### src/rtl/motion_vector_recon_if.sv
// Handshake bundle between the motion-code decoder, the vector reconstructor and
// the downstream consumer of reconstructed (H, V) vector pairs.
interface motion_vector_recon_if #(
  parameter int MV_W      = 13,
  parameter int MAX_RSIZE = 8
) ();
  logic                   pmv_clear;
  logic                   start;
  logic                   sel;
  logic                   mirror;
  logic [3:0]             f_code_h;
  logic [3:0]             f_code_v;
  logic                   in_valid;
  logic                   in_ready;
  logic [5:0]             mcode;
  logic [MAX_RSIZE-1:0]   res_win;
  logic [3:0]             res_len;
  logic                   out_valid;
  logic                   out_ready;
  logic [MV_W-1:0]        mv_h;
  logic [MV_W-1:0]        mv_v;
  logic                   err;

  modport master (
    output pmv_clear, start, sel, mirror, f_code_h, f_code_v,
           in_valid, mcode, res_win, out_ready,
    input  in_ready, res_len, out_valid, mv_h, mv_v, err
  );

  modport slave (
    input  pmv_clear, start, sel, mirror, f_code_h, f_code_v,
           in_valid, mcode, res_win, out_ready,
    output in_ready, res_len, out_valid, mv_h, mv_v, err
  );
endinterface

### src/rtl/motion_vector_recon.sv
// MPEG motion vector reconstruction: residual extraction, PMV prediction,
// f_code range wrapping and PMV update for one (H, V) vector per start.
module motion_vector_recon #(
  parameter int MV_W      = 13,
  parameter int MAX_RSIZE = 8
) (
  input  logic                   clk,
  input  logic                   rst,
  motion_vector_recon_if.slave   bus
);

  // two spare bits: p + delta needs MV_W+1, and 32f reaches 8192 for f_code 9
  localparam int NW = MV_W + 2;

  typedef enum logic [1:0] {IDLE, GET_H, GET_V, OUT} state_t;

  typedef struct packed {
    logic                   ok;
    logic [3:0]             len;
    logic signed [MV_W-1:0] n;
  } comp_t;

  state_t                             state_q, state_d;
  logic                               sel_q, sel_d;
  logic                               mirror_q, mirror_d;
  logic [1:0][1:0][MV_W-1:0]          pmv_q, pmv_d;
  logic [MV_W-1:0]                    mv_h_q, mv_h_d;
  logic [MV_W-1:0]                    mv_v_q, mv_v_d;
  logic                               err_q, err_d;

  logic                               in_ready;
  logic                               hs;
  logic                               t;
  logic [3:0]                         fc;
  comp_t                              comp;

  function automatic comp_t recon(input logic [3:0]           fcode,
                                  input logic signed [5:0]    mc,
                                  input logic [MAX_RSIZE-1:0] win,
                                  input logic signed [MV_W-1:0] p);
    comp_t                  c;
    logic [3:0]             r;
    logic [5:0]             mag;
    logic [MAX_RSIZE-1:0]   resid;
    logic signed [NW-1:0]   f, lo, hi, span, delta, n;
    mag   = mc[5] ? 6'(-mc) : 6'(mc);
    c.ok  = (fcode >= 4'd1) && (fcode <= 4'd9) && (mag <= 6'd16);
    r     = fcode - 4'd1;
    f     = NW'(1) << r;
    lo    = -(f <<< 4);
    hi    = (f <<< 4) - NW'(1);
    span  = f <<< 5;
    resid = win >> (MAX_RSIZE - int'(r));
    if (r == 4'd0 || mc == 6'sd0) begin
      delta = NW'(mc);
      c.len = 4'd0;
    end else begin
      delta = ((NW'(mag) - NW'(1)) << r) + NW'(resid) + NW'(1);
      if (mc[5]) delta = -delta;
      c.len = r;
    end
    n = NW'(p) + delta;
    if (n < lo)      n = n + span;
    else if (n > hi) n = n - span;
    // illegal syntax element: keep the predictor, consume nothing
    if (!c.ok) begin
      c.len = 4'd0;
      n     = NW'(p);
    end
    c.n = MV_W'(n);
    return c;
  endfunction

  assign in_ready = (state_q == GET_H) || (state_q == GET_V);
  assign hs       = bus.in_valid && in_ready;
  assign t        = (state_q == GET_V);
  assign fc       = t ? bus.f_code_v : bus.f_code_h;

  always_comb begin
    comp = recon(fc, bus.mcode, bus.res_win, pmv_q[sel_q][t]);
  end

  always_comb begin
    state_d  = state_q;
    sel_d    = sel_q;
    mirror_d = mirror_q;
    pmv_d    = pmv_q;
    mv_h_d   = mv_h_q;
    mv_v_d   = mv_v_q;
    err_d    = err_q;
    case (state_q)
      IDLE: if (bus.start) begin
        state_d  = GET_H;
        sel_d    = bus.sel;
        mirror_d = bus.mirror;
      end
      GET_H, GET_V: if (hs) begin
        if (t) mv_v_d = comp.n;
        else   mv_h_d = comp.n;
        pmv_d[sel_q][t] = comp.n;
        if (!sel_q && mirror_q) pmv_d[1][t] = comp.n;
        if (!comp.ok) err_d = 1'b1;
        state_d = t ? OUT : GET_V;
      end
      OUT: if (bus.out_ready) state_d = IDLE;
      default: state_d = IDLE;
    endcase
    // clear wins over any in-flight write and over a same-cycle start
    if (bus.pmv_clear) begin
      pmv_d   = '0;
      err_d   = 1'b0;
      state_d = IDLE;
    end
  end

  always_ff @(posedge clk) begin
    if (rst) begin
      state_q  <= IDLE;
      sel_q    <= 1'b0;
      mirror_q <= 1'b0;
      pmv_q    <= '0;
      mv_h_q   <= '0;
      mv_v_q   <= '0;
      err_q    <= 1'b0;
    end else begin
      state_q  <= state_d;
      sel_q    <= sel_d;
      mirror_q <= mirror_d;
      pmv_q    <= pmv_d;
      mv_h_q   <= mv_h_d;
      mv_v_q   <= mv_v_d;
      err_q    <= err_d;
    end
  end

  assign bus.in_ready  = in_ready;
  assign bus.res_len   = hs ? comp.len : 4'd0;
  assign bus.out_valid = (state_q == OUT);
  assign bus.mv_h      = mv_h_q;
  assign bus.mv_v      = mv_v_q;
  assign bus.err       = err_q;

endmodule

### src/flat_wrapper.sv
// flat-port wrapper written by rule: the top's interface ports become plain ports
module motion_vector_recon_flat 
#(
  parameter int MV_W      = 13,
  parameter int MAX_RSIZE = 8
)
  (clk, rst, bus_pmv_clear, bus_start, bus_sel, bus_mirror, bus_f_code_h, bus_f_code_v, bus_in_valid, bus_mcode, bus_res_win, bus_out_ready, bus_in_ready, bus_res_len, bus_out_valid, bus_mv_h, bus_mv_v, bus_err);
  motion_vector_recon_if #(.MV_W(MV_W), .MAX_RSIZE(MAX_RSIZE)) bus_i ();
  input  logic clk;
  input  logic rst;
  input wire logic [$bits(bus_i.pmv_clear)-1:0] bus_pmv_clear;
  input wire logic [$bits(bus_i.start)-1:0] bus_start;
  input wire logic [$bits(bus_i.sel)-1:0] bus_sel;
  input wire logic [$bits(bus_i.mirror)-1:0] bus_mirror;
  input wire logic [$bits(bus_i.f_code_h)-1:0] bus_f_code_h;
  input wire logic [$bits(bus_i.f_code_v)-1:0] bus_f_code_v;
  input wire logic [$bits(bus_i.in_valid)-1:0] bus_in_valid;
  input wire logic [$bits(bus_i.mcode)-1:0] bus_mcode;
  input wire logic [$bits(bus_i.res_win)-1:0] bus_res_win;
  input wire logic [$bits(bus_i.out_ready)-1:0] bus_out_ready;
  output wire logic [$bits(bus_i.in_ready)-1:0] bus_in_ready;
  output wire logic [$bits(bus_i.res_len)-1:0] bus_res_len;
  output wire logic [$bits(bus_i.out_valid)-1:0] bus_out_valid;
  output wire logic [$bits(bus_i.mv_h)-1:0] bus_mv_h;
  output wire logic [$bits(bus_i.mv_v)-1:0] bus_mv_v;
  output wire logic [$bits(bus_i.err)-1:0] bus_err;
  assign bus_i.pmv_clear = bus_pmv_clear;
  assign bus_i.start = bus_start;
  assign bus_i.sel = bus_sel;
  assign bus_i.mirror = bus_mirror;
  assign bus_i.f_code_h = bus_f_code_h;
  assign bus_i.f_code_v = bus_f_code_v;
  assign bus_i.in_valid = bus_in_valid;
  assign bus_i.mcode = bus_mcode;
  assign bus_i.res_win = bus_res_win;
  assign bus_i.out_ready = bus_out_ready;
  assign bus_in_ready = bus_i.in_ready;
  assign bus_res_len = bus_i.res_len;
  assign bus_out_valid = bus_i.out_valid;
  assign bus_mv_h = bus_i.mv_h;
  assign bus_mv_v = bus_i.mv_v;
  assign bus_err = bus_i.err;
  motion_vector_recon #(.MV_W(MV_W), .MAX_RSIZE(MAX_RSIZE)) u_core (.clk(clk), .rst(rst), .bus(bus_i));
endmodule
### config.mk
export PLATFORM = sky130hd
export DESIGN_NAME = motion_vector_recon_flat
export DESIGN_NICKNAME = d
export VERILOG_FILES = /design/src/rtl/motion_vector_recon_if.sv /design/src/rtl/motion_vector_recon.sv /design/src/flat_wrapper.sv
export SDC_FILE = /design/constraint.sdc
export NUM_CORES = 1
export LEC_CHECK = 0
export BUFFER_PORTS_ARGS = -buffer_cell sky130_fd_sc_hd__buf_2
export CELL_PAD_IN_SITES_DETAIL_PLACEMENT = 1
export CELL_PAD_IN_SITES_GLOBAL_PLACEMENT = 1
export CORE_AREA = 2 2 140 142
export CTS_BUF_LIST = sky130_fd_sc_hd__clkbuf_8 sky130_fd_sc_hd__clkbuf_16
export DETAILED_ROUTE_END_ITERATION = 10
export DIE_AREA = 0 0 142 144
export MAX_ROUTING_LAYER = met4
export PLACE_DENSITY_LB_ADDON = 0.05
export SLEW_MARGIN = 10
export SYNTH_ARGS = -nofsm -noshare
export SYNTH_HDL_FRONTEND = slang
export SYNTH_SLANG_ARGS = --single-unit
### constraint.sdc
create_clock -name clk -period 10.15 [get_ports clk]
set_input_delay 2.03 -clock clk [delete_from_list [all_inputs] [get_ports clk]]
set_output_delay 2.03 -clock clk [all_outputs]
set_load 0.005 [all_outputs]
==> parameters.txt, run 1 <==
Parameter                              Value

Run status
  Result of the run    finished, final reports clean

Synth
  Area fraction in and, or, nand and nor cells after synthesis    18.7%
  Main combinational cell family by area after synthesis    compound AO/OA/AOI/OAI gates
  Fraction of registers with async set or reset after synthesis    0%
  Synthesized instance count    1001
  Number of enable-type register cells in the synthesized netlist    0
  Sequential fraction of the synthesis area    21.2%
  Fraction of the mapped netlist area in compound gates    27.3%
  Mapped cell area    7840 um^2
  Share of cell area taken by muxes after synthesis    8.56%
  Warning count from the yosys run    0
  Syn Nets    1103
  Adder and majority cell fraction of the synthesized area    12.0%
  Synth area leaders    dfxtp_1 (21%), ha_1 (11%), nor2_1 (5.4%)
  Yosys top cell area share    21.2%
  Post-synthesis cell type count    82
  Share of the synthesized netlist area taken by xor and xnor gates    6.53%
  Biggest area consumer among synthesized cells    dfxtp_1
  FF+latch count, synth    83
  Avg Inst Size Synth    7.83 um^2
  Dominant synthesized flop cell    dfxtp_1

Power
  Worst vdd ir    117 uV
  Power density over the cells    145 nW/um^2
  PnR Total Power    1300 uW
  Leakage dissipation    0.00370 uW

Route
  Number of vias after detailed routing    7633
  Average vias per placed instance    5.85
  Routed WL    24100 um
  Detail Route Antenna Nets    0
  DRT Pass-1 Iters    5
  First DRT Iteration DRCs    271
  Routed wirelength normalized by instance count    18.5 um
  Number of remaining DRC errors    0

Cells and area
  Fillcell total    2336
  Layout overhead on the synthesized area    14.3%
  Multi-input gate area in the final layout    5820 um^2
  Leading cell type in the layout, fill and taps excluded    nor2_1
  # diodes    0
  Total Nets Final    1164
  Fraction of final layout cells sized beyond drive strength 1    17.6%
  Most frequent cells in the layout    nor2_1 (112), dfxtp_1 (83), nand2_1 (75), a21oi_1 (68), ha_1 (67)
  FF+latch area    1660 um^2

GRT
  First-pass GRT wire length    39300 um
  Antenna violations before repair    0
  Pin count of the biggest net entering global routing    32
  Gr usage total    24.6%
  Number of global-route vias before repair    7661
  Total global routing overflow    0

Timing
  Clock period minus worst slack    9.60 ns
  Slew at the pin with the worst max-slew slack    0.951 ns
  Final Setup Violations    0
  Final worst-path cycle share    94.6%
  Worst rel slew slack    36.6%
  Highest attainable clock frequency    104 MHz
  Total count of max-transition violations in the final report    0
  Endpoints failing hold    0
  Final Skew    0.00854 ns
  Slack of the critical path    0.548 ns

Worst setup path
  Endpoint kind of the worst setup timing path    register
  Number of buffer and inverter stages on the critical path    3
  Crit path required time    10.39 ns
  Critical-path cell with the highest stage delay    or3b_2
  Flop2flop setup slack    1.18 ns
  Largest delay contributor family on the critical path    simple AND/OR/NAND/NOR gates
  Reg2reg path depth    37
  Sort of element at the start of the critical path    primary input
  Critical-path maximum fanout    8
  CP most frequent cell    ha_1
  Peak per-stage delay on the critical path    0.52 ns
  Kind of critical path    in2reg
  Reg2Reg Launch Point    u_core.state_q[0]$_SDFFE_PP0P_
  CP arrival    9.84 ns
  End of the worst register-to-register path    u_core.pmv_q[51]$_SDFFE_PP0P_

Clock network
  Clock-pin slew on the worst setup and hold paths    0.06 ns
  Root buffer cell    clkbuf_16
  Number of buffers between clock root and the deepest sink    2
  TritonCTS Sinks    83
  CTS HTree Levels    3
  Inserted Clock Buffers    9
  Hold-fix buffers at CTS    0
  Latest clock arrival within the worst-skew pair    0.33 ns
  TritonCTS clock tree    done

Floorplanning
  Starting density of the core    41.1%
  Placement row count    51
  Die Y-Extent    144 um
  Horizontal die dimension    142 um
  I/O pin count    63
  Placeable core area    19100 um^2
  Die Area    20400 um^2

Place
  Pre-CTS setup slack    -0.134 ns
  HPWL after detailed placement    19200 um
  Final weighted congestion in routability-driven placement    0.876
  Total of buffers placed on input and output ports    62

Hold path
  Min-delay src    u_core.mirror_q$_SDFFE_PP0P_
  End point of the worst hold path    u_core.mirror_q$_SDFFE_PP0P_
  Cell depth of the worst hold path    2
  Hold Crit Class    reg2reg

Job
  Max Cap Viol    0
## stage by stage
step	hold WS [ns]	setup TNS, ns	area [um^2]	instances	util, %
6_report	0.459	0	8960	1304	47.0
5_1_grt	0.514	-0.000688	8960	1304	47.0
4_1_cts	0.463	0	8860	1300	46.4
3_5_place_dp	0.454	-1.30	8570	1285	44.9
3_3_place_gp	0.441	-0.00868	8570	1285	44.9
2_1_floorplan	0.433	0	7860	1001	-
## tightest hold or removal path, stage by stage, from the launching register on
cell and delay, ns:
dfxtp_1 0.31, nand2_1 0.05, a21oi_1 0.06
## report_power, final
part,internal (uW),switching (uW)
combinational,249,395
clock,189,132
sequential,329,1.73
total,768,528
## sequential cells by signal, indices dropped and copies added, names as in the netlist
name             count
u_core.pmv_q        52
u_core.bus.mv_h     13
u_core.bus.mv_v     13
u_core.sel_q         1
u_core.mirror_q      1
u_core.bus.err       1
u_core.state_q       2
## synth_stat cells (4+ instances only)
| cell | n |
|---|---|
| a22oi_1 | 4 |
| xor2_1 | 20 |
| mux2i_1 | 28 |
| nand3_1 | 21 |
| o21ai_0 | 62 |
| nor3_1 | 18 |
| or2_2 | 4 |
| o31ai_1 | 4 |
| xnor2_1 | 34 |
| a21oi_1 | 69 |
| a31oi_1 | 22 |
| o22ai_1 | 4 |
| buf_2 | 6 |
| ha_1 | 68 |
| o21bai_1 | 5 |
| nand2b_1 | 17 |
| nand2_1 | 76 |
| o211ai_1 | 11 |
| and3_1 | 5 |
| mux2_2 | 5 |
| and2_1 | 8 |
| a22o_1 | 4 |
| a311oi_1 | 8 |
| fa_1 | 4 |
| o21a_1 | 9 |
| nor2_1 | 112 |
| mux4_2 | 13 |
| o31a_1 | 5 |
| inv_1 | 48 |
| nor4_1 | 9 |
| nor2b_1 | 11 |
| buf_1 | 8 |
| dfxtp_1 | 83 |
| a211oi_1 | 49 |
| clkbuf_1 | 47 |
| a21o_1 | 15 |
| or3_1 | 11 |
| o21ai_1 | 5 |
## area by class of cell
cell class,instances,area share [%]
multi-input combinational,805,64.9
clock buffer,9,2.51
sequential,83,18.5
inverter,50,2.09
tap,238,3.32
timing repair buffer,113,7.87
clock inverter,6,0.754
## what timing repair did
item,4_1_cts,5_1_grt
setup buffers,0,4
resized for setup,0,17
setup endpoints to repair,0,48
## how the worst max path moves through the flow
stage,from,end,depth (start not counted)
after floorplan,bus_f_code_h[0],u_core.bus.mv_h[6]$_SDFFE_PP0P_,42
after global placement,bus_f_code_v[0],u_core.pmv_q[12]$_SDFFE_PP0P_,37
after detailed placement,bus_f_code_v[0],u_core.pmv_q[51]$_SDFFE_PP0P_,39
after CTS,bus_f_code_v[0],u_core.pmv_q[51]$_SDFFE_PP0P_,39
after global routing,bus_f_code_v[1],u_core.bus.mv_v[8]$_SDFFE_PP0P_,39
final,bus_f_code_h[0],u_core.pmv_q[51]$_SDFFE_PP0P_,36
## kinds of logic after synthesis
logic type | after synthesis
and+or+nand+nor | 310
DFF | 83
muxes | 49
AOI/OAI and AO/OA | 317
adders and majority gates | 73
buffers and inverters | 113
xor gates and xnor gates | 56
## metal layers
layer  part of all wire, %  wire [um]  global-route usage (%)  vias up
li1                      -          -                       -     3773
met5                     0          0                       -        -
met4                   2.7        641                    8.47        0
met2                    48      11600                    42.7      128
met1                    47      11300                    30.4     3696
met3                   2.2        537                    1.75       36
Note: power is estimated with default switching activity, not from simulation.
==> run 2, diff against run 1 <==
--- a/config.mk
+++ b/config.mk
@@ -5,13 +5,14 @@
 export SDC_FILE = /design/constraint.sdc
 export NUM_CORES = 1
 export LEC_CHECK = 0
+export ABC_AREA = 1
 export BUFFER_PORTS_ARGS = -buffer_cell sky130_fd_sc_hd__buf_2
 export CELL_PAD_IN_SITES_DETAIL_PLACEMENT = 1
 export CELL_PAD_IN_SITES_GLOBAL_PLACEMENT = 1
-export CORE_AREA = 2 2 140 142
+export CORE_AREA = 2 2 146 148
 export CTS_BUF_LIST = sky130_fd_sc_hd__clkbuf_8 sky130_fd_sc_hd__clkbuf_16
 export DETAILED_ROUTE_END_ITERATION = 10
-export DIE_AREA = 0 0 142 144
+export DIE_AREA = 0 0 148 150
 export MAX_ROUTING_LAYER = met4
 export PLACE_DENSITY_LB_ADDON = 0.05
 export SLEW_MARGIN = 10
==> constraint.sdc (replaced) <==
create_clock -name clk -period 8 [get_ports clk]
set_input_delay 1.6 -clock clk [delete_from_list [all_inputs] [get_ports clk]]
set_output_delay 1.6 -clock clk [all_outputs]
set_load 0.005 [all_outputs]
==> parameters.txt, run 2 <==
Parameter                              Value

Timing
  Worst rel slew slack    17.8%
  Slack of the critical path    -0.329 ns
  Final Skew    0.00991 ns
  Final worst-path cycle share    104%
  Endpoints failing hold    0
  Slew at the pin with the worst max-slew slack    1.23 ns
  Final Setup Violations    48
  Highest attainable clock frequency    120 MHz
  Total count of max-transition violations in the final report    0
  Clock period minus worst slack    8.33 ns
  Unrepaired setup endpoints after global routing    yes

GRT
  Number of global-route vias before repair    9683
  First-pass GRT wire length    47600 um
  Antenna violations before repair    0
  Gr usage total    27.1%
  Total global routing overflow    0
  Pin count of the biggest net entering global routing    38

Clock network
  Clock-pin slew on the worst setup and hold paths    0.07 ns
  Latest clock arrival within the worst-skew pair    0.34 ns
  Inserted Clock Buffers    9
  CTS HTree Levels    3
  TritonCTS clock tree    done
  TritonCTS Sinks    83
  Number of buffers between clock root and the deepest sink    2
  Root buffer cell    clkbuf_16

Hold path
  Hold Crit Class    reg2reg
  Cell depth of the worst hold path    2
  End point of the worst hold path    u_core.bus.err$_SDFFE_PP0P_
  Min-delay src    u_core.bus.err$_SDFFE_PP0P_

Power
  Worst vdd ir    110 uV
  Internal power of the cells    1510 uW
  Combinational share of power    69.7%
  Fraction of power spent switching nets    46.5%
  Power density over the cells    252 nW/um^2
  Sequential cell fraction of total power    15.2%
  Leakage dissipation    0.00566 uW
  Clock share of power    15.1%
  Switching power summed over all nets    1310 uW
  PnR Total Power    2830 uW

Route
  Average vias per placed instance    5.27
  DRT Pass-1 Iters    4
  Number of vias after detailed routing    9505
  Detail Route Antenna Nets    0
  First DRT Iteration DRCs    424
  Routed WL    29600 um
  Number of remaining DRC errors    0
  Routed wirelength normalized by instance count    16.4 um

Worst setup path
  Critical-path maximum fanout    6
  Peak per-stage delay on the critical path    0.38 ns
  CP arrival    8.60 ns
  CP most frequent cell    nand2_1
  Sort of element at the start of the critical path    primary input
  Endpoint kind of the worst setup timing path    register
  Reg2reg path depth    64
  Critical-path cell with the highest stage delay    fa_2
  End of the worst register-to-register path    u_core.pmv_q[31]$_SDFFE_PP0P_
  Reg2Reg Launch Point    u_core.state_q[0]$_SDFFE_PP0P_
  Crit path required time    8.27 ns
  Kind of critical path    in2reg
  Flop2flop setup slack    0.11 ns

Synth
  Post-synthesis cell type count    48
  Syn Nets    1388
  Warning count from the yosys run    0
  Fraction of registers with async set or reset after synthesis    0%
  Number of enable-type register cells in the synthesized netlist    0
  Biggest area consumer among synthesized cells    dfxtp_1
  Most common cell in the netlist    nand2_1
  Top post-synthesis cells by count    nand2_1 (255), inv_1 (185), o21ai_0 (135)
  Sequential fraction of the synthesis area    20.3%
  Avg Inst Size Synth    6.36 um^2
  Yosys top cell area share    20.3%
  Mapped cell area    8180 um^2
  Synth area leaders    dfxtp_1 (20%), nand2_1 (12%), ha_1 (10%)
  Dominant synthesized flop cell    dfxtp_1
  Synthesized instance count    1286
  FF+latch count, synth    83

Cells and area
  Most frequent cells in the layout    nand2_1 (222), buf_4 (197), inv_1 (176), o21ai_0 (129), nor2_1 (91)
  Fillcell total    2793
  # diodes    0
  Layout overhead on the synthesized area    37.1%
  Total Nets Final    1624
  Utilization after layout    54.2%
  Leading cell type in the layout, fill and taps excluded    nand2_1
  Post-route cell area    11200 um^2
  Register with the most flip-flops    u_core.pmv_q
  Max reg flops    52
  Fraction of final layout cells sized beyond drive strength 1    29.9%

Place
  Instance area after placement    10200 um^2
  Final weighted congestion in routability-driven placement    0.873
  HPWL after detailed placement    23000 um
  Total of buffers placed on input and output ports    62

Run status
  Failing checks    setup timing
  Result of the run    complete, but fails checks

Job
  Max Cap Viol    0

Floorplanning
  Die Y-Extent    150 um
  Placeable core area    20700 um^2
  I/O pin count    63
  Die Area    22200 um^2
  Starting density of the core    39.5%
  Horizontal die dimension    148 um
  Placement row count    53
## run 2: cell types whose count changed in the layout (fill, tap and decap cells not counted), moves of 24 or more
cell,before,now
nand3_1,21,51
a211oi_1,49,2
a21oi_2,2,38
xnor2_1,33,9
o21ai_0,60,129
nand2_2,1,31
nand2_1,75,222
buf_4,50,197
mux2i_1,28,0
inv_1,48,176
## run 2: cell families after synthesis
| group | count (synthesis) | share of synthesized area [%] |
|---|---|---|
| compound gates | 344 | 24.0 |
| xor+xnor | 54 | 5.79 |
| fa+ha+maj | 72 | 11.4 |
| buf+inv | 238 | 11.2 |
| flops | 83 | 20.3 |
| simple gates | 495 | 27.2 |
## run 2: critical path, delay by kind of cell
kind,cells,cell delay [ns]
fa+ha+maj,4,1.11
xor+xnor,3,0.52
simple gates,32,2.95
buf+inv,12,0.95
compound gates,10,1.44
## run 2: per-stage QoR
step	worst slack (ns)	hold slack (ns)	setup TNS [ns]	instances
after floorplan	-0.277	0.460	-10.28	1286
after global placement	-0.563	0.454	-23.62	1768
after detailed placement	-0.810	0.494	-35.61	1768
after CTS	-0.175	0.502	-5.27	1797
after global routing	-0.956	0.506	-42.34	1802
final	-0.329	0.485	-13.21	1802
## run 2: how the worst max path moves through the flow
stage,start,to,cells after the start
2_1_floorplan,bus_f_code_v[0],u_core.pmv_q[31]$_SDFFE_PP0P_,68
3_3_place_gp,bus_f_code_h[0],u_core.pmv_q[21]$_SDFFE_PP0P_,58
3_5_place_dp,bus_f_code_v[1],u_core.pmv_q[21]$_SDFFE_PP0P_,58
4_1_cts,bus_f_code_h[1],u_core.bus.mv_v[5]$_SDFFE_PP0P_,65
5_1_grt,bus_f_code_h[1],u_core.bus.mv_v[5]$_SDFFE_PP0P_,61
6_report,bus_f_code_h[3],u_core.pmv_q[31]$_SDFFE_PP0P_,61
## run 2: repair_timing
item	in CTS	in global routing
setup buffers	11	5
endpoints found under the hold margin	0	0
endpoints found under the setup margin	48	48
resized for setup	105	32
hold buffers	0	0
cloned	3	0
pin swaps	47	48
## run 2: layer usage
layer | GRT usage, % | share of wire (%) | up-vias
met5 | - | 0 | -
met4 | 5.00 | 1.6 | 0
met3 | 2.87 | 2.4 | 27
met2 | 46.3 | 49 | 135
met1 | 35.2 | 47 | 4609
li1 | - | - | 4734
## run 2: layout make-up
class                      count  area (um^2)  area share, %
sequential                    83         1660           14.8
multi-input combinational    966         6230           55.6
tap                          275          344           3.07
timing repair inverter         1         5.00         0.0447
clock buffer                   9          225           2.01
clock inverter                 7         76.3          0.681
timing repair buffer         265         1890           16.9
inverter                     196          773           6.90
## run 2: power by group through the flow
| stage | registers, uW | clock network [uW] | logic [uW] |
|---|---|---|---|
| detailed placement | 440 | 0 | 1680 |
| floorplan | 439 | 0 | 1020 |
| finish | 431 | 427 | 1970 |
| global route | 432 | 448 | 2170 |
| CTS | 431 | 430 | 1880 |
| global placement | 440 | 0 | 1640 |
